$ cat src/rtl/key_debounce_if.sv
// Key pin and debounced key outputs, grouped for a single user key.
interface key_debounce_if;
  logic key_in;
  logic key_level;
  logic key_press;
  logic key_release;
  logic key_long;

  modport master (
    output key_in,
    input  key_level, key_press, key_release, key_long
  );

  modport slave (
    input  key_in,
    output key_level, key_press, key_release, key_long
  );
endinterface

$ cat src/rtl/key_debounce.sv
// Synchronises a raw key pin and debounces it into a clean level plus
// one-cycle press / release / long-press pulses.
module key_debounce #(
  parameter int DEBOUNCE_CYCLES = 1_000_000,
  parameter int LONG_CYCLES     = 50_000_000,
  parameter bit KEY_ACTIVE_LOW  = 1'b1
) (
  input logic           sys_clk,
  input logic           sys_rst,
  key_debounce_if.slave key
);
  localparam int DB_W   = $clog2(DEBOUNCE_CYCLES + 1);
  localparam int HOLD_W = $clog2(LONG_CYCLES + 1);
  localparam logic [DB_W-1:0]   DB_LAST   = DB_W'(DEBOUNCE_CYCLES - 1);
  localparam logic [HOLD_W-1:0] HOLD_LAST = HOLD_W'(LONG_CYCLES - 1);
  localparam logic [HOLD_W-1:0] HOLD_MAX  = HOLD_W'(LONG_CYCLES);
  localparam logic              PIN_IDLE  = KEY_ACTIVE_LOW;

  typedef enum logic [1:0] {IDLE, PRESS_DB, PRESSED, REL_DB} state_t;

  state_t            state_q, state_d;
  logic [1:0]        sync_q;
  logic              key_act;
  logic [DB_W-1:0]   db_q, db_d;
  logic [HOLD_W-1:0] hold_q, hold_d;
  logic              long_done_q, long_done_d;
  logic              level_q, level_d;
  logic              press_q, press_d;
  logic              release_q, release_d;
  logic              long_q, long_d;

  // Sync flops idle at the released pin level so reset never looks like a press.
  always_ff @(posedge sys_clk or posedge sys_rst) begin
    if (sys_rst) sync_q <= {2{PIN_IDLE}};
    else         sync_q <= {sync_q[0], key.key_in};
  end

  assign key_act = sync_q[1] ^ KEY_ACTIVE_LOW;

  always_ff @(posedge sys_clk or posedge sys_rst) begin
    if (sys_rst) begin
      state_q     <= IDLE;
      db_q        <= '0;
      hold_q      <= '0;
      long_done_q <= 1'b0;
      level_q     <= 1'b0;
      press_q     <= 1'b0;
      release_q   <= 1'b0;
      long_q      <= 1'b0;
    end else begin
      state_q     <= state_d;
      db_q        <= db_d;
      hold_q      <= hold_d;
      long_done_q <= long_done_d;
      level_q     <= level_d;
      press_q     <= press_d;
      release_q   <= release_d;
      long_q      <= long_d;
    end
  end

  always_comb begin
    state_d     = state_q;
    db_d        = db_q;
    hold_d      = hold_q;
    long_done_d = long_done_q;
    level_d     = level_q;
    press_d     = 1'b0;
    release_d   = 1'b0;
    long_d      = 1'b0;
    case (state_q)
      IDLE: begin
        if (key_act) begin
          state_d = PRESS_DB;
          db_d    = '0;
        end
      end
      PRESS_DB: begin
        if (!key_act) begin
          state_d = IDLE;
        end else if (db_q == DB_LAST) begin
          state_d     = PRESSED;
          press_d     = 1'b1;
          level_d     = 1'b1;
          hold_d      = '0;
          long_done_d = 1'b0;
        end else begin
          db_d = db_q + 1'b1;
        end
      end
      PRESSED: begin
        if (hold_q < HOLD_MAX) hold_d = hold_q + 1'b1;
        // Evaluated before the exit check so a long pulse can share the drop cycle.
        if (hold_q == HOLD_LAST && !long_done_q) begin
          long_d      = 1'b1;
          long_done_d = 1'b1;
        end
        if (!key_act) begin
          state_d = REL_DB;
          db_d    = '0;
        end
      end
      REL_DB: begin
        // A release bounce resumes the hold timer where it paused.
        if (key_act) begin
          state_d = PRESSED;
        end else if (db_q == DB_LAST) begin
          state_d   = IDLE;
          release_d = 1'b1;
          level_d   = 1'b0;
        end else begin
          db_d = db_q + 1'b1;
        end
      end
      default: state_d = IDLE;
    endcase
  end

  assign key.key_level   = level_q;
  assign key.key_press   = press_q;
  assign key.key_release = release_q;
  assign key.key_long    = long_q;
endmodule
$ cat src/flat_wrapper.sv
// flat-port wrapper written by rule: the top's interface ports become plain ports
module key_debounce_flat 
#(
  parameter int DEBOUNCE_CYCLES = 1_000_000,
  parameter int LONG_CYCLES     = 50_000_000,
  parameter bit KEY_ACTIVE_LOW  = 1'b1
)
  (sys_clk, sys_rst, key_key_in, key_key_level, key_key_press, key_key_release, key_key_long);
  key_debounce_if key_i ();
  input logic sys_clk;
  input logic sys_rst;
  input wire logic [$bits(key_i.key_in)-1:0] key_key_in;
  output wire logic [$bits(key_i.key_level)-1:0] key_key_level;
  output wire logic [$bits(key_i.key_press)-1:0] key_key_press;
  output wire logic [$bits(key_i.key_release)-1:0] key_key_release;
  output wire logic [$bits(key_i.key_long)-1:0] key_key_long;
  assign key_i.key_in = key_key_in;
  assign key_key_level = key_i.key_level;
  assign key_key_press = key_i.key_press;
  assign key_key_release = key_i.key_release;
  assign key_key_long = key_i.key_long;
  key_debounce #(.DEBOUNCE_CYCLES(DEBOUNCE_CYCLES), .LONG_CYCLES(LONG_CYCLES), .KEY_ACTIVE_LOW(KEY_ACTIVE_LOW)) u_core (.sys_clk(sys_clk), .sys_rst(sys_rst), .key(key_i));
endmodule
$ cat config.mk
export PLATFORM = sky130hd
export DESIGN_NAME = key_debounce_flat
export DESIGN_NICKNAME = d
export VERILOG_FILES = /design/src/rtl/key_debounce_if.sv /design/src/rtl/key_debounce.sv /design/src/flat_wrapper.sv
export SDC_FILE = /design/constraint.sdc
export NUM_CORES = 1
export LEC_CHECK = 0
export BUFFER_PORTS_ARGS = -buffer_cell sky130_fd_sc_hd__buf_2
export CORE_ASPECT_RATIO = 2
export CORE_MARGIN = 1.5
export CORE_UTILIZATION = 55
export DETAILED_ROUTE_END_ITERATION = 8
export GPL_ROUTABILITY_DRIVEN = 0
export PLACE_DENSITY = 0.77
export RECOVER_POWER = 50
export SYNTH_ARGS = -nofsm -noshare
export SYNTH_HDL_FRONTEND = slang
export SYNTH_SLANG_ARGS = --single-unit
$ cat constraint.sdc
create_clock -name sys_clk -period 2.7 [get_ports sys_clk]
set_input_delay 0.27 -clock sys_clk [delete_from_list [all_inputs] [get_ports sys_clk]]
set_output_delay 0.27 -clock sys_clk [all_outputs]
set_load 0.03 [all_outputs]
==> impl_metrics.ini <==
[critical_path]
cp-end-kind = register
crit_fanout = 12
crit_path_start_kind = register
r2r_end = u_core.hold_q[8]$_DFFE_PP0P_
arrival_ns = 2.48
worstPathRequired_ns = 2.96
timing.rr.start = u_core.db_q[0]$_DFFE_PP0P_
timing.setup.critical_path_class = register to register
r2r_slack_ns = 0.48
worst_r2r_path_depth = 8

[layout]
register_area_um2 = 1380
fill_cells = 464
nets = 332
n_antenna_cell = 0
drive_above_1_share_pct = 14.0
synthToLayoutAreaGrowth_pct = 8.53
multi_input_comb_area_um2 = 1460

[timing]
worstMarginPinSlew_ns = 0.855
period_share_pct = 82.2
rsz0062_at_grt = false
fin_skew_ns = 0.0130
slew_headroom_pct = 43.0
fin_setup_tns_ns = 0
period_needed_ns = 2.22
hold_ws_ns = 0.0487
clock.fmax_ghz = 0.450
finalMaxSlewViolations = 0
hold_viol = 0
setup_viol = 0

[floorplanning]
start_util_pct = 57.1
die_w_um = 54.9
die-height_um = 107
coreArea_um2 = 5180
io_pins = 7
dieArea_um2 = 5860
std_cell_rows = 37

[power]
ir_worst_vdd_mv = 0.445
power_density_nw_per_um2 = 458
leakagePower_nw = 1.38

[logic_synthesis]
syn_inst = 311
ys_ff_latch = 55
syn_area_um2 = 2960
yosysSeqAreaShare_pct = 46.5
synth.top_cell.area_share_pct = 44.8
synth_flop_cell = dfrtp_1
synth.avg_cell_area_um2 = 9.53
yosysWarnings = 0
synth_cell_type_count = 56
synth-async-reset-ratio_pct = 100
synth-edff-count = 0
syn_nets = 316
yosysTopAreaCell = dfrtp_1
yosys-top-cells-area = dfrtp_1 45%, nor2_1 3.7%, nand2_1 3.0%

[route]
wl_per_cell_um = 17.1
ant_nets = 0
drt_first_pass_iters = 4
drtIter0Drc = 43
via_per_inst = 6.27
drcViolationCount = 0
wirelength_um = 6600
vias = 2420

[place]
dp_hpwl_um = 4770
io_buffers = 6

[grt]
antenna_found_initial = 0
grt_pass1_vias = 2365
grt_max_degree = 27
grt-ovfl-total = 0
grt_pass1_wl_um = 10600
track_usage_pct = 24.8

[min_path]
hp-start = key_key_in
hold_end = u_core.sync_q[0]$_DFF_PP1_
min_path_type = primary input to register
min_path_cells = 1

[clocking]
cts_num_sinks = 55
post_cts_resized = 0
tritoncts = done
clock_latency_ns = 0.32
clkSlewWorstSetupHoldPaths_ns = 0.10
cts-root-buf = clkbuf_8
cts_setup_buffers = 0
htree_levels = 2
ctsLongestPathBuffers = 2
cts_buffers = 5

[run_status]
outcome = finished, final reports clean

[flow_run]
drv_cap = 0
cells in the mapped netlist, types with 4 or more instances:
| master | count |
|---|---|
| a21oi_1 | 15 |
| and3_1 | 6 |
| buf_4 | 4 |
| clkbuf_1 | 4 |
| dfrtp_1 | 53 |
| inv_1 | 13 |
| nand2_1 | 24 |
| nand3_1 | 16 |
| nand4_1 | 12 |
| nor2_1 | 29 |
| nor3_1 | 8 |
| nor4_1 | 4 |
| o211ai_1 | 8 |
| o21ai_0 | 14 |
| o31ai_1 | 8 |
| or3_1 | 8 |
| or3_2 | 5 |
| or4_1 | 6 |
| xnor2_1 | 10 |
| xor2_1 | 9 |
stage by stage:
step	area [µm²]	worst slack (ns)	utilization [%]	std cells	total power, mW
3_5_place_dp	3100	0.475	59.8	377	0.916
5_1_grt	3220	0.295	62.0	386	1.52
2_1_floorplan	2960	0.619	-	311	0.897
3_3_place_gp	3100	0.520	59.8	377	0.915
4_1_cts	3230	0.458	62.2	386	1.50
6_report	3220	0.480	62.0	386	1.47
worst max path at each step:
stage / start / end / depth (start not counted)
floorplan: u_core.db_q[12]$_DFFE_PP0P_ / u_core.db_q[0]$_DFFE_PP0P_ / 5
global placement: u_core.db_q[0]$_DFFE_PP0P_ / u_core.hold_q[17]$_DFFE_PP0P_ / 8
detailed placement: u_core.db_q[0]$_DFFE_PP0P_ / u_core.hold_q[8]$_DFFE_PP0P_ / 8
CTS: u_core.db_q[0]$_DFFE_PP0P_ / u_core.hold_q[8]$_DFFE_PP0P_ / 8
global route: u_core.db_q[0]$_DFFE_PP0P_ / u_core.hold_q[8]$_DFFE_PP0P_ / 8
finish: u_core.db_q[0]$_DFFE_PP0P_ / u_core.hold_q[8]$_DFFE_PP0P_ / 8
power breakdown:
group          total, mW  internal, mW  switching, mW
registers          0.842         0.832        0.00931
logic             0.0573        0.0196         0.0376
clock network      0.575         0.301          0.274
total               1.47          1.15          0.321
layer usage:
metal / GRT usage, % / up-vias / routed length [µm]
met5: 0 / - / 0
met4: 13.6 / 0 / 226
met3: 3.90 / 18 / 127
met2: 43.9 / 42 / 3770
met1: 25.8 / 1196 / 2470
li1: - / 1164 / -
sequential cells by signal (all words and copies together) (netlist names), named ones only:
register                flops
u_core.key.key_long         1
u_core.key.key_level        1
u_core.sync_q               2
u_core.long_done_q          1
u_core.key.key_release      1
u_core.state_q              1
u_core.hold_q              26
u_core.db_q                20
u_core.key.key_press        1
final cells by class:
type | count | share of cell area [%]
multi-input cells | 230 | 45.4
flip-flops and latches | 55 | 42.9
repair buffers | 21 | 4.16
clock buffers | 6 | 2.57
well taps | 58 | 2.26
inverters | 14 | 1.63
clock inverters | 2 | 1.09
cell usage in the layout, fill, tap and decap left out, types with 9 or more instances in the layout:
master	instances
xnor2_1	10
nor2_1	29
nand3_1	16
xor2_1	9
nand4_1	12
inv_1	13
a21oi_1	15
o21ai_0	14
buf_4	12
nand2_1	24
dfrtp_1	53
repair_timing:
item / in CTS / in global routing
setup endpoints to repair: 0 / 0
endpoints found under the hold margin: 14 / 0
hold buffers: 1 / 0
worst max-delay path: stages, from the launching register on:
cell and delay [ns]:
dfrtp_1 0.43, ha_1 0.24, and4_2 0.20, and2_0 0.24, nand4_1 0.13, buf_4 0.19
clkinv_1 0.15, or4_1 0.51, nand2_1 0.08
cells by family (layout without fill, tap and decap cells):
| kind of cell | after synthesis | after routing | synth area share (%) |
|---|---|---|---|
| buf+inv | 26 | 43 | 4.18 |
| compound gates | 61 | 61 | 13.5 |
| fa+ha+maj | 2 | 2 | 0.844 |
| xor+xnor | 19 | 19 | 5.62 |
| simple gates | 145 | 145 | 28.1 |
| flops | 55 | 55 | 46.5 |
| mux | 3 | 3 | 1.27 |
Note: power is estimated with default switching activity, not from simulation.
